**config.mk**
```make
export PLATFORM = sky130hd
export DESIGN_NAME = if_fetch_ctrl
export DESIGN_NICKNAME = d
export VERILOG_FILES = /design/src/rtl/if_fetch_ctrl.sv
export SDC_FILE = /design/constraint.sdc
export NUM_CORES = 1
export LEC_CHECK = 0
export BUFFER_PORTS_ARGS = -buffer_cell sky130_fd_sc_hd__buf_2
export CORE_UTILIZATION = 35
export DETAILED_ROUTE_END_ITERATION = 10
export MAX_ROUTING_LAYER = met4
export SETUP_SLACK_MARGIN = 0.2
export SLEW_MARGIN = 20
export SYNTH_ARGS = -nofsm -noshare
export SYNTH_HDL_FRONTEND = slang
export SYNTH_SLANG_ARGS = --single-unit
```
**constraint.sdc**
```tcl
create_clock -name clk -period 3 [get_ports clk]
set_input_delay 0 -clock clk [delete_from_list [all_inputs] [get_ports clk]]
set_output_delay 0 -clock clk [all_outputs]
set_load 0.03 [all_outputs]
```
**src/rtl/if_fetch_ctrl.sv**
```systemverilog
// Instruction-fetch controller: cache lookup first, otherwise four byte reads
// through the memory arbiter, little-endian assembly and cache refill.
module if_fetch_ctrl #(
   parameter int unsigned            ADDR_WIDTH  = 32,
   parameter logic [ADDR_WIDTH-1:0]  CACHE_LIMIT = ADDR_WIDTH'(32'h0004_0000)
) (
   input  logic                  clk,
   input  logic                  rst,
   input  logic                  fetch_req,
   input  logic [ADDR_WIDTH-1:0] fetch_pc,
   input  logic                  fetch_flush,
   output logic                  fetch_busy,
   output logic                  fetch_done,
   output logic [31:0]           fetch_inst,
   output logic                  cache_query,
   output logic [ADDR_WIDTH-1:0] query_addr,
   input  logic                  inst_hit_i,
   input  logic [31:0]           inst_cache_i,
   output logic                  cache_enable,
   output logic [ADDR_WIDTH-1:0] cache_addr,
   output logic [31:0]           cache_wdata,
   output logic                  mem_req,
   output logic [ADDR_WIDTH-1:0] mem_addr,
   input  logic                  mem_gnt,
   input  logic [7:0]            mem_din
);

   localparam int unsigned CNT_W  = 3;
   localparam int unsigned RX_W   = 2;
   localparam int unsigned WORD_W = 32;
   localparam int unsigned PART_W = 24;
   localparam logic [CNT_W-1:0] NUM_BYTES = CNT_W'(4);

   typedef enum logic {IDLE = 1'b0, FILL = 1'b1} state_t;

   state_t                state, state_d;
   logic [ADDR_WIDTH-1:0] pc_q, pc_d;
   logic [CNT_W-1:0]      issue_cnt, issue_d;
   logic [RX_W-1:0]       rx_cnt, rx_cnt_d;
   logic                  rx_pend, rx_pend_d;
   logic [PART_W-1:0]     word_q, word_d;
   logic                  cacheable_q, cacheable_d;
   logic                  done_d;
   logic [WORD_W-1:0]     inst_d;
   logic                  cen_d;
   logic [ADDR_WIDTH-1:0] caddr_d;
   logic [WORD_W-1:0]     cwdata_d;

   logic                  pc_cacheable;
   logic                  issue;
   logic [WORD_W-1:0]     full_word;

   // Combinational strobes; gated by rst so they drop the instant reset asserts.
   assign pc_cacheable = fetch_pc < CACHE_LIMIT;
   assign fetch_busy   = (state != IDLE);
   assign cache_query  = rst && (state == IDLE) && fetch_req && !fetch_flush && pc_cacheable;
   assign query_addr   = fetch_pc;
   assign mem_req      = rst && (state == FILL) && (issue_cnt < NUM_BYTES);
   assign mem_addr     = pc_q + ADDR_WIDTH'(issue_cnt);
   assign issue        = mem_req && mem_gnt;
   assign full_word    = {mem_din, word_q};

   always_ff @(posedge clk or negedge rst) begin
      if (!rst) begin
         state        <= IDLE;
         pc_q         <= '0;
         issue_cnt    <= '0;
         rx_cnt       <= '0;
         rx_pend      <= 1'b0;
         word_q       <= '0;
         cacheable_q  <= 1'b0;
         fetch_done   <= 1'b0;
         fetch_inst   <= '0;
         cache_enable <= 1'b0;
         cache_addr   <= '0;
         cache_wdata  <= '0;
      end else begin
         state        <= state_d;
         pc_q         <= pc_d;
         issue_cnt    <= issue_d;
         rx_cnt       <= rx_cnt_d;
         rx_pend      <= rx_pend_d;
         word_q       <= word_d;
         cacheable_q  <= cacheable_d;
         fetch_done   <= done_d;
         fetch_inst   <= inst_d;
         cache_enable <= cen_d;
         cache_addr   <= caddr_d;
         cache_wdata  <= cwdata_d;
      end
   end

   always_comb begin
      state_d     = state;
      pc_d        = pc_q;
      issue_d     = issue_cnt;
      rx_cnt_d    = rx_cnt;
      rx_pend_d   = 1'b0;
      word_d      = word_q;
      cacheable_d = cacheable_q;
      done_d      = 1'b0;
      inst_d      = fetch_inst;
      cen_d       = 1'b0;
      caddr_d     = cache_addr;
      cwdata_d    = cache_wdata;

      case (state)
         IDLE: begin
            if (fetch_req && !fetch_flush) begin
               if (cache_query && inst_hit_i) begin
                  done_d = 1'b1;
                  inst_d = inst_cache_i;
               end else begin
                  state_d     = FILL;
                  pc_d        = fetch_pc;
                  issue_d     = '0;
                  rx_cnt_d    = '0;
                  cacheable_d = pc_cacheable;
               end
            end
         end
         FILL: begin
            if (fetch_flush) begin
               // Abandon the fetch; any byte still in flight is dropped.
               state_d  = IDLE;
               issue_d  = '0;
               rx_cnt_d = '0;
            end else begin
               if (issue) begin
                  issue_d   = issue_cnt + CNT_W'(1);
                  rx_pend_d = 1'b1;
               end
               if (rx_pend) begin
                  rx_cnt_d = rx_cnt + RX_W'(1);
                  case (rx_cnt)
                     2'd0: word_d[7:0]   = mem_din;
                     2'd1: word_d[15:8]  = mem_din;
                     2'd2: word_d[23:16] = mem_din;
                     default: begin
                        done_d   = 1'b1;
                        inst_d   = full_word;
                        state_d  = IDLE;
                        issue_d  = '0;
                        rx_cnt_d = '0;
                        if (cacheable_q) begin
                           cen_d    = 1'b1;
                           caddr_d  = pc_q;
                           cwdata_d = full_word;
                        end
                     end
                  endcase
               end
            end
         end
         default: state_d = IDLE;
      endcase
   end

endmodule

```
==> results of run 1 <==
[worst min-delay path, stage by stage]
cell and delay, ns:
buf_2 0.10, nor3b_2 0.19, a21oi_1 0.15
[layer usage]
metal | vias up | global-route usage (%) | part of all wire (%)
met5 | - | - | 0
met4 | 0 | 4.80 | 0.95
met3 | 13 | 5.15 | 6.2
met2 | 186 | 31.6 | 50
met1 | 2673 | 22.4 | 43
li1 | 2512 | - | -
[kinds of logic (layout without fill, tap and decap cells)]
family	count (synthesis)	after routing	share of synthesized area [%]
mux	183	183	28.0
flops	162	162	53.1
simple gates	86	86	6.71
buf+inv	57	366	5.12
xor+xnor	31	31	3.56
compound gates	19	19	1.89
fa+ha+maj	9	9	1.57
[cell usage after synthesis, types with 2 or more instances]
cell	number	share of area, %
buf_6	6	0.89
mux2_4	20	3.9
nor2_1	11	0.54
mux2_2	136	20
a32o_1	2	0.26
a21oi_1	5	0.33
nor2b_1	2	0.16
and4_1	3	0.34
nand4_1	15	1.2
and3b_1	2	0.23
nor4_2	2	0.33
nand3_1	13	0.85
and3_1	5	0.41
o21ai_0	4	0.26
xor2_1	5	0.57
mux2_1	27	4.0
buf_4	32	3.1
xnor2_1	26	3.0
nand2_1	21	1.0
and2_1	3	0.25
nor4_4	2	0.56
ha_1	8	1.3
dfrtp_1	162	53
buf_2	8	0.52
nor4_1	2	0.16
clkbuf_1	5	0.25
inv_1	5	0.25
o21ai_4	2	0.43
[cell type report]
type,instances,area [µm²],area share (%)
multi-input combinational,328,3200,31.0
timing repair buffer,329,2100,20.4
sequential,162,4060,39.3
tap,275,344,3.34
clock inverter,13,149,1.44
inverter,5,18.8,0.182
clock buffer,19,453,4.39
[repair_timing]
action                                 CTS  global route
hold buffers                            77             0
endpoints found under the hold margin  216             0
setup endpoints to repair                0            10
setup buffers                            0             1
[sequential cells by signal, indices dropped and copies added, names as in the netlist]
register      count
cache_wdata      32
cache_addr       32
rx_pend           1
cacheable_q       1
pc_q             32
rx_cnt            2
cache_enable      1
fetch_inst       32
fetch_busy        1
issue_cnt         3
word_q           24
fetch_done        1
[power by group through the flow]
stage | Combinational [mW] | Clock, mW | Sequential (mW)
global route | 1.09 | 2.39 | 2.50
finish | 1.01 | 2.25 | 2.49
global placement | 0.939 | 0 | 2.52
floorplan | 0.693 | 0 | 2.45
CTS | 1.02 | 2.30 | 2.49
detailed placement | 0.943 | 0 | 2.53
[how the worst max path moves through the flow]
stage               cells after the start    startpoint           end  slack (ns)
floorplan                               6  issue_cnt[0]  mem_addr[24]        0.93
global route                            7       pc_q[1]  mem_addr[23]        0.20
detailed placement                      7  issue_cnt[0]  mem_addr[30]        0.73
CTS                                     7  issue_cnt[0]  mem_addr[30]        0.26
finish                                  7       pc_q[1]  mem_addr[23]        0.40
global placement                        7  issue_cnt[0]  mem_addr[26]        0.78
[cell usage in the layout (no fill, tap or decap), drive strengths merged, types with 2 or more instances in the layout]
cell type	count
nand2	21
clkinv	4
nor4	6
a32o	2
dlygate4sd3	77
ha	8
bufinv	2
and3	5
a21oi	5
nor2b	2
nand4	16
nand3	13
clkinvlp	2
inv	10
xnor2	26
and2	3
and4	4
clkbuf	19
o21ai	6
nor2	11
xor2	5
mux2	183
buf	252
dfrtp	162
and3b	2
==> reports/metrics.csv, run 1 <==
stage,metric,value,unit
setup_path,critPathMaxStageDelay,0.51,ns
cts,clock-sinks,162,
synth,synth.distinct_cells,41,
sta,slew_viol_final,0,
cts,tritoncts,yes,
drt,avgViaCountPerCell,4.76,
setup_path,crit_slowest_cell,a211oi_1,
cts,cts_repair_resize_count,0,
setup_path,critPathBufInv,2,
drt,routedWlPerCell,17.5,µm
floorplan,die_w,150,µm
cells_and_area,nNetsFinal,930,
pwr,power.switching,1.70,mW
setup_path,path_class,reg2out,
synth,netlist_instances,547,
sta,worst_slack,0.401,ns
floorplan,initial_core_util,35.9,%
placed_design,gp_congestion,0.813,
sta,fin_tns_setup,0,ns
pwr,vdd_drop_max,0.359,mV
cts,cts_buffers,17,
synth,synthArstFlopShare,100,%
synth,synth_flop_cell,dfrtp_1,
setup_path,crit_chain,ha_1 > a211oi_1 > nor2_1 > buf_4 > nand3_1 > xnor2_1 > buf_2,
pwr,clockPowerShare,39.1,%
setup_path,path_delay_family,compound AO/OA/AOI/OAI gates,
synth,syn_nets,634,
pwr,total_power,5.74,mW
flow_run,drv_cap,0,
synth,synth_edf_count,0,
floorplan,die_y,150,µm
cts,h-tree-depth,4,
global_route,grt_usage,18.9,%
setup_path,endpoint_kind,output port,
drt,wl,19.7,mm
drt,firstDrtPassIters,4,
sta,max_freq,0.385,GHz
setup_path,crit_path_max_fanout,5,
floorplan,core,21200,µm²
sta,rsz0062_at_grt,no,
status,status,finished clean,
drt,final_antenna_net_count,0,
placed_design,place_inst,1021,
floorplan,ioPinCount,243,
sta,finalCritPeriodShare,86.6,%
pwr,p_per_area,556,nW/µm²
synth,syn_area,7630,µm²
cells_and_area,stdcell_area,10300,µm²
pwr,seqPwrFrac,43.3,%
setup_path,required,3.00,ns
cts,clock_latency,0.43,ns
pwr,combPwrFrac,17.6,%
placed_design,port_buffers,242,
setup_path,r2r_slack,0.90,ns
cts,clock_tree.root_cell,clkbuf_16,
setup_path,r2r_cells,4,
cells_and_area,synthToLayoutAreaGrowth,35.3,%
cts,path_clk_slew,0.07,ns
floorplan,rows,53,
synth,syn_avg_cell_area,13.9,µm²
sta,post-route-min-period,2.60,ns
pwr,switching_share,29.6,%
global_route,grt_pass1_vias,5494,
sta,tightest_slew,0.626,ns
placed_design,post_dp_cell_area,8940,µm²
sta,finClkSkew,0.0129,ns
synth,synth-seq-area-share,53.1,%
cells_and_area,layout.cells.non_filler,1131,
global_route,antenna_found_initial,0,
drt,drtIter0Drc,100,
placed_design,place_hpwl,13.4,mm
cells_and_area,drive_above_1_share,52.7,%
drt,num_vias,5384,
setup_path,worst_r2r_endpoint,cache_addr[11],
sta,final-setup-viol-count,0,
cells_and_area,fillers,1934,
cells_and_area,diodes,0,
global_route,grt_pass1_wl,30.8,mm
global_route,grt-ovfl-total,0,
floorplan,die-area,22400,µm²
sta,slew_headroom,58.3,%
pwr,cell_internal_pwr,4.04,mW
setup_path,r2r-start,fetch_busy,
setup_path,worst-endpoint-arrival,2.60,ns
worst_hold_path,whs_path_depth,3,
synth,synth-seq-cells,162,
pwr,leakage,5.47,nW
global_route,grt_max_degree,49,
placed_design,dp_slack,0.734,ns
drt,drc,0,
worst_hold_path,min_to,cacheable_q,
cts,clockBufferDepth,2,
worst_hold_path,hold_class,in2reg,
worst_hold_path,hold_start,fetch_req,
synth,synth_warnings,0,
sta,whs,0.0627,ns
sta,finalHoldViolations,0,
setup_path,crit_path_start_kind,flip-flop,
cells_and_area,utilization,48.6,%
Note: power is estimated with default switching activity, not from simulation.
==> run 2, diff against run 1 <==
--- a/config.mk
+++ b/config.mk
@@ -9,6 +9,7 @@
 export CORE_UTILIZATION = 35
 export DETAILED_ROUTE_END_ITERATION = 10
 export MAX_ROUTING_LAYER = met4
+export RECOVER_POWER = 25
 export SETUP_SLACK_MARGIN = 0.2
 export SLEW_MARGIN = 20
 export SYNTH_ARGS = -nofsm -noshare
==> run 2 against run 1 <==
Net effect: setup slack worse by 0.0049 ns; sequential power hardly changed; critical endpoint unchanged; combinational power hardly changed; sequential cell count stayed put.
==> reports/metrics.csv, run 2 (synthesis gave the netlist of run 1 again) <==
stage,metric,value,unit
cells_and_area,nNetsFinal,930,
global_route,grt_pass1_vias,5494,
floorplan,die-area,22400,µm²
sta,tightest_slew,0.628,ns
placed_design,gp_congestion,0.813,
sta,rsz0062_at_grt,no,
drt,final_antenna_net_count,0,
setup_path,crit_chain,ha_1 > a211oi_1 > nor2_1 > buf_4 > nand3_1 > xnor2_1 > buf_2,
cts,path_clk_slew,0.07,ns
pwr,vdd_drop_max,0.359,mV
drt,routedWlPerCell,17.5,µm
floorplan,initial_core_util,35.9,%
setup_path,crit_path_start_kind,flip-flop,
setup_path,worst-endpoint-arrival,2.60,ns
cts,tritoncts,yes,
cells_and_area,fillers,1991,
worst_hold_path,hold_class,in2reg,
floorplan,ioPinCount,243,
floorplan,rows,53,
setup_path,path_delay_family,compound AO/OA/AOI/OAI gates,
setup_path,critPathBufInv,2,
setup_path,crit_path_max_fanout,5,
cts,clockBufferDepth,2,
placed_design,port_buffers,242,
setup_path,required,3.00,ns
cts,clock-sinks,162,
drt,drc,0,
placed_design,place_hpwl,13.4,mm
sta,final-setup-viol-count,0,
global_route,grt_pass1_wl,30.8,mm
drt,num_vias,5381,
pwr,p_per_area,562,nW/µm²
cells_and_area,layout_commonest_cell,dfrtp_1,
global_route,antenna_found_initial,0,
sta,fin_tns_setup,0,ns
drt,drtIter0Drc,97,
global_route,grt-ovfl-total,0,
global_route,grt_usage,18.9,%
drt,firstDrtPassIters,4,
status,status,finished clean,
drt,wl,19.8,mm
sta,finalCritPeriodShare,86.8,%
sta,finalHoldViolations,0,
sta,slew_headroom,58.2,%
cts,clock_latency,0.43,ns
flow_run,drv_cap,0,
cts,clock_tree.root_cell,clkbuf_16,
drt,avgViaCountPerCell,4.76,
cts,cts_buffers,17,
global_route,grt_max_degree,49,
floorplan,die_w,150,µm
sta,slew_viol_final,0,
cells_and_area,multi_input_area,3200,µm²
floorplan,die_y,150,µm
cts,cts_repair_resize_count,0,
cts,h-tree-depth,4,
cells_and_area,seq_area,4060,µm²
floorplan,core,21200,µm²
cells_and_area,synthToLayoutAreaGrowth,33.7,%
setup_path,endpoint_kind,output port,
pwr,leakage,5.11,nW
sta,finClkSkew,0.0120,ns
sta,post-route-min-period,2.60,ns
setup_path,path_class,reg2out,
cells_and_area,final_cell_mix,"dfrtp_1, buf_2, mux2_2, clkbuf_1, dlygate4sd3_1",
setup_path,crit_slowest_cell,a211oi_1,
setup_path,critPathMaxStageDelay,0.52,ns
sta,max_freq,0.384,GHz
pwr,total_power,5.73,mW
cells_and_area,drive_above_1_share,41.8,%
cells_and_area,diodes,0,
[run 2: cell count changes in the layout (fill, tap and decap cells not counted), sizes merged]
cell	delta
buf	-93
clkbuf	+93
[run 2: worst paths after layout]
check / start / end / slack [ns] / cells after the start
setup / recovery: pc_q[1] / mem_addr[23] / 0.40 / 7
hold / removal: fetch_req / cacheable_q / 0.06 / 3
setup reg to reg: fetch_busy / cache_addr[11] / 0.90 / 4
hold reg to reg: fetch_inst[29] / fetch_inst[29] / 0.49 / 1
max in group asynchronous: rst / cache_addr[11] / 1.41 / 4
min in group asynchronous: rst / fetch_busy / 0.09 / 2
[run 2: tightest hold or removal path: stages]
cell and delay, ns:
buf_2 0.10, nor3b_2 0.19, a21oi_1 0.15
[run 2: final cells by class]
cell class	instances	area share, %
Multi-Input combinational cell	328	31.3
Tap cell	275	3.37
Clock buffer	19	4.44
Inverter	5	0.184
Sequential cell	162	39.8
Clock inverter	13	1.46
Timing Repair Buffer	329	19.5
[run 2: layer usage]
metal	GRT usage, %	vias up	share of wire, %
li1	-	2510	-
met1	22.4	2670	43
met2	31.6	188	49
met3	5.15	13	6.4
met4	4.80	0	0.95
met5	-	-	0
[run 2: metrics by stage]
stage	worst slack [ns]	hold WS (ns)	utilization [%]	cell area, µm²	std cells
after floorplan	0.934	-0.296	-	7630	547
after global placement	0.782	-0.0722	42.1	8940	1021
after detailed placement	0.734	-0.0794	42.1	8940	1021
after CTS	0.265	0.0521	48.6	10300	1130
after global routing	0.202	0.0774	48.1	10200	1131
final	0.396	0.0625	48.1	10200	1131
[run 2: where the power goes]
part,total [mW],internal [mW],switching [mW]
registers,2.49,2.30,0.184
logic,1.00,0.446,0.558
clock network,2.24,1.29,0.956
[run 2: what timing repair did]
action                     4_1_cts  5_1_grt
buffers inserted                 0        1
hold buffers                    77        0
hold endpoints to repair       216        0
setup endpoints to repair        0       10
